[config.mk]
export PLATFORM = sky130hd
export DESIGN_NAME = reg_writeback_unit
export DESIGN_NICKNAME = d
export VERILOG_FILES = /design/src/rtl/reg_writeback_unit.sv
export SDC_FILE = /design/constraint.sdc
export NUM_CORES = 1
export LEC_CHECK = 0
export BUFFER_PORTS_ARGS = -buffer_cell sky130_fd_sc_hd__buf_2
export CORE_UTILIZATION = 40
export DETAILED_ROUTE_END_ITERATION = 6
export MAX_ROUTING_LAYER = met4
export SLEW_MARGIN = 30
export SYNTH_ARGS = -nofsm -noshare
export SYNTH_HDL_FRONTEND = slang
export SYNTH_SLANG_ARGS = --single-unit
[constraint.sdc]
create_clock -name clock -period 4.05 [get_ports clock]
set_input_delay 0.6075 -clock clock [delete_from_list [all_inputs] [get_ports clock]]
set_output_delay 0.6075 -clock clock [all_outputs]
set_load 0.05 [all_outputs]
[src/rtl/reg_writeback_unit.sv]
// reg_writeback_unit: writer-side front end for the register file.
// Collects write-back requests from the load path and the ALU path into an
// in-order FIFO and retires at most one register write per cycle through
// the file's write port. Pending values are exposed through a bypass lookup.
//
// Ports:
//   clock, reset            system clock, synchronous active-low reset
//   alu_valid/rd/data/ready ALU write-back request handshake
//   mem_valid/rd/data/ready load write-back request handshake
//   drain_en                register file enable; 0 stalls retirement
//   RW, BusW, EnW           register file write port (registered)
//   query_reg, hit, hit_data bypass lookup (combinational)
//   busy, count             occupancy status
module reg_writeback_unit #(
  parameter int unsigned DATA_WIDTH = 32,
  parameter int unsigned ADDR_WIDTH = 4,
  parameter int unsigned DEPTH      = 4
) (
  input  logic                        clock,
  input  logic                        reset,
  input  logic                        alu_valid,
  input  logic [ADDR_WIDTH-1:0]       alu_rd,
  input  logic [DATA_WIDTH-1:0]       alu_data,
  output logic                        alu_ready,
  input  logic                        mem_valid,
  input  logic [ADDR_WIDTH-1:0]       mem_rd,
  input  logic [DATA_WIDTH-1:0]       mem_data,
  output logic                        mem_ready,
  input  logic                        drain_en,
  output logic [ADDR_WIDTH-1:0]       RW,
  output logic [DATA_WIDTH-1:0]       BusW,
  output logic                        EnW,
  input  logic [ADDR_WIDTH-1:0]       query_reg,
  output logic                        hit,
  output logic [DATA_WIDTH-1:0]       hit_data,
  output logic                        busy,
  output logic [$clog2(DEPTH):0]      count
);

  localparam int unsigned PW = $clog2(DEPTH);
  localparam int unsigned CW = PW + 1;

  // FIFO storage (contents need no reset; validity comes from count_q)
  logic [ADDR_WIDTH-1:0] rd_q   [DEPTH];
  logic [DATA_WIDTH-1:0] data_q [DEPTH];

  logic [PW-1:0]         rd_ptr_q, rd_ptr_d;
  logic [PW-1:0]         wr_ptr_q, wr_ptr_d;
  logic [CW-1:0]         count_q,  count_d;
  logic [ADDR_WIDTH-1:0] rw_q;
  logic [DATA_WIDTH-1:0] busw_q;
  logic                  enw_q;

  logic                  mem_push;
  logic                  alu_push;
  logic                  pop;
  logic [PW-1:0]         alu_idx;

  // Ready uses registered occupancy only; load wins the last free slot
  always_comb begin
    mem_ready = 1'b0;
    alu_ready = 1'b0;
    if (reset) begin
      mem_ready = (count_q < CW'(DEPTH));
      alu_ready = (count_q < CW'(DEPTH - 1)) ||
                  ((count_q == CW'(DEPTH - 1)) && !mem_valid);
    end
  end

  // Load is the older instruction, so it takes the lower slot
  always_comb begin
    mem_push = mem_valid && mem_ready;
    alu_push = alu_valid && alu_ready;
    pop      = drain_en && (count_q != '0);
    alu_idx  = wr_ptr_q + PW'(mem_push);
    wr_ptr_d = wr_ptr_q + PW'(mem_push) + PW'(alu_push);
    rd_ptr_d = rd_ptr_q + PW'(pop);
    count_d  = count_q + CW'(mem_push) + CW'(alu_push) - CW'(pop);
  end

  // Control state and register file write port
  always_ff @(posedge clock) begin
    if (!reset) begin
      rd_ptr_q <= '0;
      wr_ptr_q <= '0;
      count_q  <= '0;
      rw_q     <= '0;
      busw_q   <= '0;
      enw_q    <= 1'b0;
    end else begin
      rd_ptr_q <= rd_ptr_d;
      wr_ptr_q <= wr_ptr_d;
      count_q  <= count_d;
      enw_q    <= pop;
      if (pop) begin
        rw_q   <= rd_q[rd_ptr_q];
        busw_q <= data_q[rd_ptr_q];
      end
    end
  end

  // FIFO slot writes; pushes never target the head while it is still valid
  always_ff @(posedge clock) begin
    if (mem_push) begin
      rd_q[wr_ptr_q]   <= mem_rd;
      data_q[wr_ptr_q] <= mem_data;
    end
    if (alu_push) begin
      rd_q[alu_idx]   <= alu_rd;
      data_q[alu_idx] <= alu_data;
    end
  end

  // Bypass: output stage is oldest, then FIFO head to tail; last match wins
  always_comb begin
    hit      = 1'b0;
    hit_data = '0;
    if (reset) begin
      if (enw_q && (rw_q == query_reg)) begin
        hit      = 1'b1;
        hit_data = busw_q;
      end
      for (int unsigned i = 0; i < DEPTH; i++) begin
        if ((CW'(i) < count_q) && (rd_q[rd_ptr_q + PW'(i)] == query_reg)) begin
          hit      = 1'b1;
          hit_data = data_q[rd_ptr_q + PW'(i)];
        end
      end
    end
  end

  assign RW    = rw_q;
  assign BusW  = busw_q;
  assign EnW   = enw_q;
  assign count = count_q;
  assign busy  = (count_q != '0) || enw_q;

  count_bound_a: assert property (@(posedge clock) disable iff (!reset)
                                  count_q <= CW'(DEPTH));

endmodule
==> impl_summary.log <==
[metrics] drt initial violations: 843
[metrics] category of the most critical setup path: reg2out
[metrics] Detail Route Antenna Nets: 0
[metrics] global-route wire length before repair: approximately 62000 µm
[metrics] met3 layer usage reported by global route: 0.0473
[metrics] startpoint of the lowest-slack register-to-register path: count[2]$_SDFF_PN0_
[metrics] hold bufs inserted after CTS: 0
[metrics] capture point of the worst reg-to-reg path: data_q[1][7]$_DFFE_PP_
[metrics] initial core utilization: 0.406
[metrics] maximum net fanout on the critical path: 33
[metrics] fin. max-slew vios: 0
[metrics] count of non-filler cells in the finished layout: 1684
[metrics] height of the chip: about 190 µm
[metrics] number of standard-cell rows in the floorplan: 68
[metrics] GR Overflow Total: 0
[metrics] nets: between 1000 and 1500
[metrics] most congested layer reported by global routing: met2
[metrics] clock slew seen by the registers of the worst setup and hold paths: roughly 0.08 ns
[metrics] total CTS buffers: 17
[metrics] cells along the critical path: mux4_2, xnor2_1, nand2_1, or3_4, a41oi_1, buf_2
[metrics] Std-Cell Core Area: about 34000 µm²
[metrics] Area growth, synth to finish: 12.8%
[metrics] width of the die: ~190 µm
[metrics] buffer levels on the longest clock path: 2
[metrics] fillcell total: 3134
[metrics] count of cell types in the netlist: 60
[metrics] number of flip-flops and latches in the synthesized netlist: between 150 and 200
[metrics] complex-gate fraction of the synthesized area: 0.0983
[metrics] Hold Path Class: in2reg
[metrics] mux cell area share after synthesis: 0.351
[metrics] routability-driven placement congestion ratio: 0.796
[metrics] category of the worst setup path capture point: output port
[metrics] clock tree from TritonCTS: done
[metrics] Top-Level Pins: 157
[metrics] first-pass iteration count of the detailed router: 5
[metrics] Final TNS setup: 0 ns
[metrics] met2 track utilization from global routing: 0.400
[metrics] detailed-route wire length per cell: around 25 µm
[metrics] Static Leakage: about 5 nW
[metrics] DP Wirelength: about 26000 µm
[metrics] Slowest Stage Delay on Critical Path: 0.63 ns
[metrics] per-cell via count in the routed design: about 6
[metrics] r2r worst-path depth: 7
[metrics] GRT Total Usage: 0.237
[metrics] max_cap viols: 0
[metrics] combinational family with the most area after synthesis: multiplexers
[metrics] insertion delay of the later-clocked pin in the worst-skew pair: 0.45 ns
[metrics] final routed wirelength across all metal layers: approximately 41000 µm
[metrics] critical path startpoint category: register
[metrics] Simple-Gate Fraction of Synth Area: 0.101
[metrics] remaining routing DRC violations: 0
[metrics] cells after synthesis: about 1100
[metrics] Sink Count: about 190
[metrics] vias: roughly 10000
[metrics] sequential-to-total area share from yosys stat: 0.372
[metrics] synthesized cell area: around 14000 µm²
[metrics] arrival time reported for the critical path endpoint: 3.38 ns
[metrics] status: complete, no violations
[metrics] count of input and output buffers: approximately 160
[metrics] CP max stage cell: sky130_fd_sc_hd__or3_4
[metrics] Yosys warning count: 0
[metrics] Max VDD drop: roughly 440 µV
[metrics] proportion of layout cells with a drive suffix above 1: 0.401
[metrics] WP data required: between 3 and 4 ns
[metrics] largest net degree at the start of global routing: roughly 110
[metrics] number of global-route vias before repair: around 10000
[metrics] synthesized net count: between 1000 and 1500
[metrics] average size of a mapped cell: 12.7 µm²
[metrics] placed cell count: around 1600
[metrics] Critical Path Source: rd_ptr_q[1]$_SDFF_PN0_
[metrics] ratio of final minimum period to clock period: 0.985
[metrics] most used cells in the layout excluding fill and tap cells: sky130_fd_sc_hd__buf_2, sky130_fd_sc_hd__edfxtp_1, sky130_fd_sc_hd__mux4_2
[metrics] Global Route met1 Usage: 0.283
[metrics] number of flops mapped to enable cells by yosys: 144
[metrics] unrepaired setup endpoints after global routing: no
[metrics] Die Area: about 36000 µm²
[metrics] clock period minus final worst setup slack: ~4 ns
[metrics] H-tree Lvls: 4
[metrics] Async S/R FF share, synth: 0
[metrics] P per Cell Area: between 500 and 600 nW/µm²
[metrics] number of setup violations in the final report: 0
[metrics] clock root cell: sky130_fd_sc_hd__clkbuf_16
[metrics] worst slew margin relative to its limit: 0.422
[metrics] crit path to: hit
[metrics] Slew @ Worst Pin: a little under 0.9 ns
[metrics] synthesized-area fraction occupied by adder cells: 0.00823
[metrics] Final Hold Violating Endpoints: 0
[metrics] post-synthesis xor/xnor area fraction: 0.0175
[metrics] launch instance of the worst min-delay path: mem_data[30]
[metrics] most instantiated flip-flop cell in the synthesis netlist: sky130_fd_sc_hd__edfxtp_1
[metrics] most frequent standard cell in the layout excluding fill and tap cells: sky130_fd_sc_hd__buf_2
[metrics] register-to-register setup slack: approximately 1.1 ns
[metrics] maximum clock frequency: around 0.25 GHz
[metrics] Worst Skew: about 0.011 ns
[metrics] initial antenna violation count: 4
report_power, final:
part	switching, mW	internal, mW	leakage (nW)
clock	0.815	0.872	0.290
sequential	0.322	2.44	1.68
combinational	3.04	1.84	3.13
total	4.17	5.16	5.10
cell type report:
type                            count  area (µm²)  area share
Clock buffer                       19         475      0.0301
Clock inverter                     13         100     0.00634
Tap cell                          455         569      0.0361
Timing Repair Buffer              202        1210      0.0766
Antenna cell                        4        10.0    0.000634
Multi-Input combinational cell    793        8160       0.517
Inverter                           10        37.5     0.00238
Sequential cell                   188        5210       0.330
critical path: cells and delay by family (launching register included):
kind                      cells  cell delay [ns]
and+or+nand+nor               2             0.76
DFF                           1             0.56
muxes                         1             0.56
AOI/OAI and AO/OA             1             0.50
buffers and inverters         1             0.36
xor gates and xnor gates      1             0.18
synthesized netlist by cell type (3+ instances only):
library cell               count  area (µm²)
sky130_fd_sc_hd__nor2b_1       4        25.0
sky130_fd_sc_hd__a31oi_1      32         200
sky130_fd_sc_hd__a21oi_1      64         320
sky130_fd_sc_hd__buf_8         4        60.1
sky130_fd_sc_hd__mux2i_1      16         160
sky130_fd_sc_hd__mux4_2      136        3060
sky130_fd_sc_hd__o21ai_1      29         145
sky130_fd_sc_hd__nor3_1       15        75.1
sky130_fd_sc_hd__nor2_1        4        15.0
sky130_fd_sc_hd__inv_1         8        30.0
sky130_fd_sc_hd__nand2_1      79         297
sky130_fd_sc_hd__ha_1          6        75.1
sky130_fd_sc_hd__nand3_1      64         320
sky130_fd_sc_hd__clkbuf_1     40         150
sky130_fd_sc_hd__nand3b_1     34         255
sky130_fd_sc_hd__buf_4        13        97.6
sky130_fd_sc_hd__xnor2_1      12         105
sky130_fd_sc_hd__o311ai_1     32         280
sky130_fd_sc_hd__buf_6        13         146
sky130_fd_sc_hd__a21boi_0     36         270
sky130_fd_sc_hd__mux2_2       70         788
sky130_fd_sc_hd__and2_1       10        62.6
sky130_fd_sc_hd__o21ai_0       3        15.0
sky130_fd_sc_hd__nor3_2       22         220
sky130_fd_sc_hd__dfxtp_1      44         881
sky130_fd_sc_hd__buf_2        42         210
sky130_fd_sc_hd__mux2_1       77         867
sky130_fd_sc_hd__edfxtp_1    144        4320
sky130_fd_sc_hd__xor2_1       11        96.3
metal layers:
layer | wire length, µm | vias up
li1 | - | 4652
met3 | 2820 | 56
met2 | 21200 | 388
met4 | 944 | 0
met1 | 16400 | 5259
met5 | 0 | -
cells by family (layout without fill, tap and decap cells):
group / Yosys count / count (layout)
simple gates: 249 / 250
mux: 300 / 300
flops: 188 / 188
fa+ha+maj: 8 / 8
buf+inv: 125 / 244
other cells: 0 / 4
compound gates: 209 / 210
xor+xnor: 25 / 25
registers in the layout, summed over array words and instances, names as in the netlist:
name      count
RW            4
rd_q         16
rd_ptr_q      2
wr_ptr_q      2
count         3
BusW         32
EnW           1
data_q      128
metrics by stage:
stage / hold slack, ns / setup WS (ns) / util / cell area [µm²] / power [mW]
after floorplan: 0.581 / 0.283 / - / 14000 / 6.46
after global placement: 0.466 / 0.510 / 0.438 / 15100 / 7.50
after detailed placement: 0.478 / 0.448 / 0.438 / 15100 / 7.54
after CTS: 0.457 / 0.0120 / 0.456 / 15700 / 9.26
after global routing: 0.467 / 0.00269 / 0.458 / 15800 / 9.76
final: 0.479 / 0.0627 / 0.458 / 15800 / 9.33
worst min-delay path by stage:
| stage | endpoint | slack, ns | depth (start not counted) |
|---|---|---|---|
| 2_1_floorplan | rd_ptr_q[0]$_SDFF_PN0_ | 0.58 | 2 |
| 3_3_place_gp | BusW[18]$_SDFFE_PN0P_ | 0.47 | 2 |
| 3_5_place_dp | BusW[16]$_SDFFE_PN0P_ | 0.48 | 2 |
| 4_1_cts | data_q[3][19]$_DFFE_PP_ | 0.46 | 2 |
| 5_1_grt | data_q[1][29]$_DFFE_PP_ | 0.47 | 2 |
| 6_report | data_q[1][30]$_DFFE_PP_ | 0.48 | 2 |
repair_timing:
action                                  CTS  global route
gates resized for setup                   0             8
hold endpoints to repair                  0             0
setup buffers                             3             1
pin swaps                                 0             2
endpoints found under the setup margin    3            19
cloned                                    0             2
(Power assumes the default switching activity.)
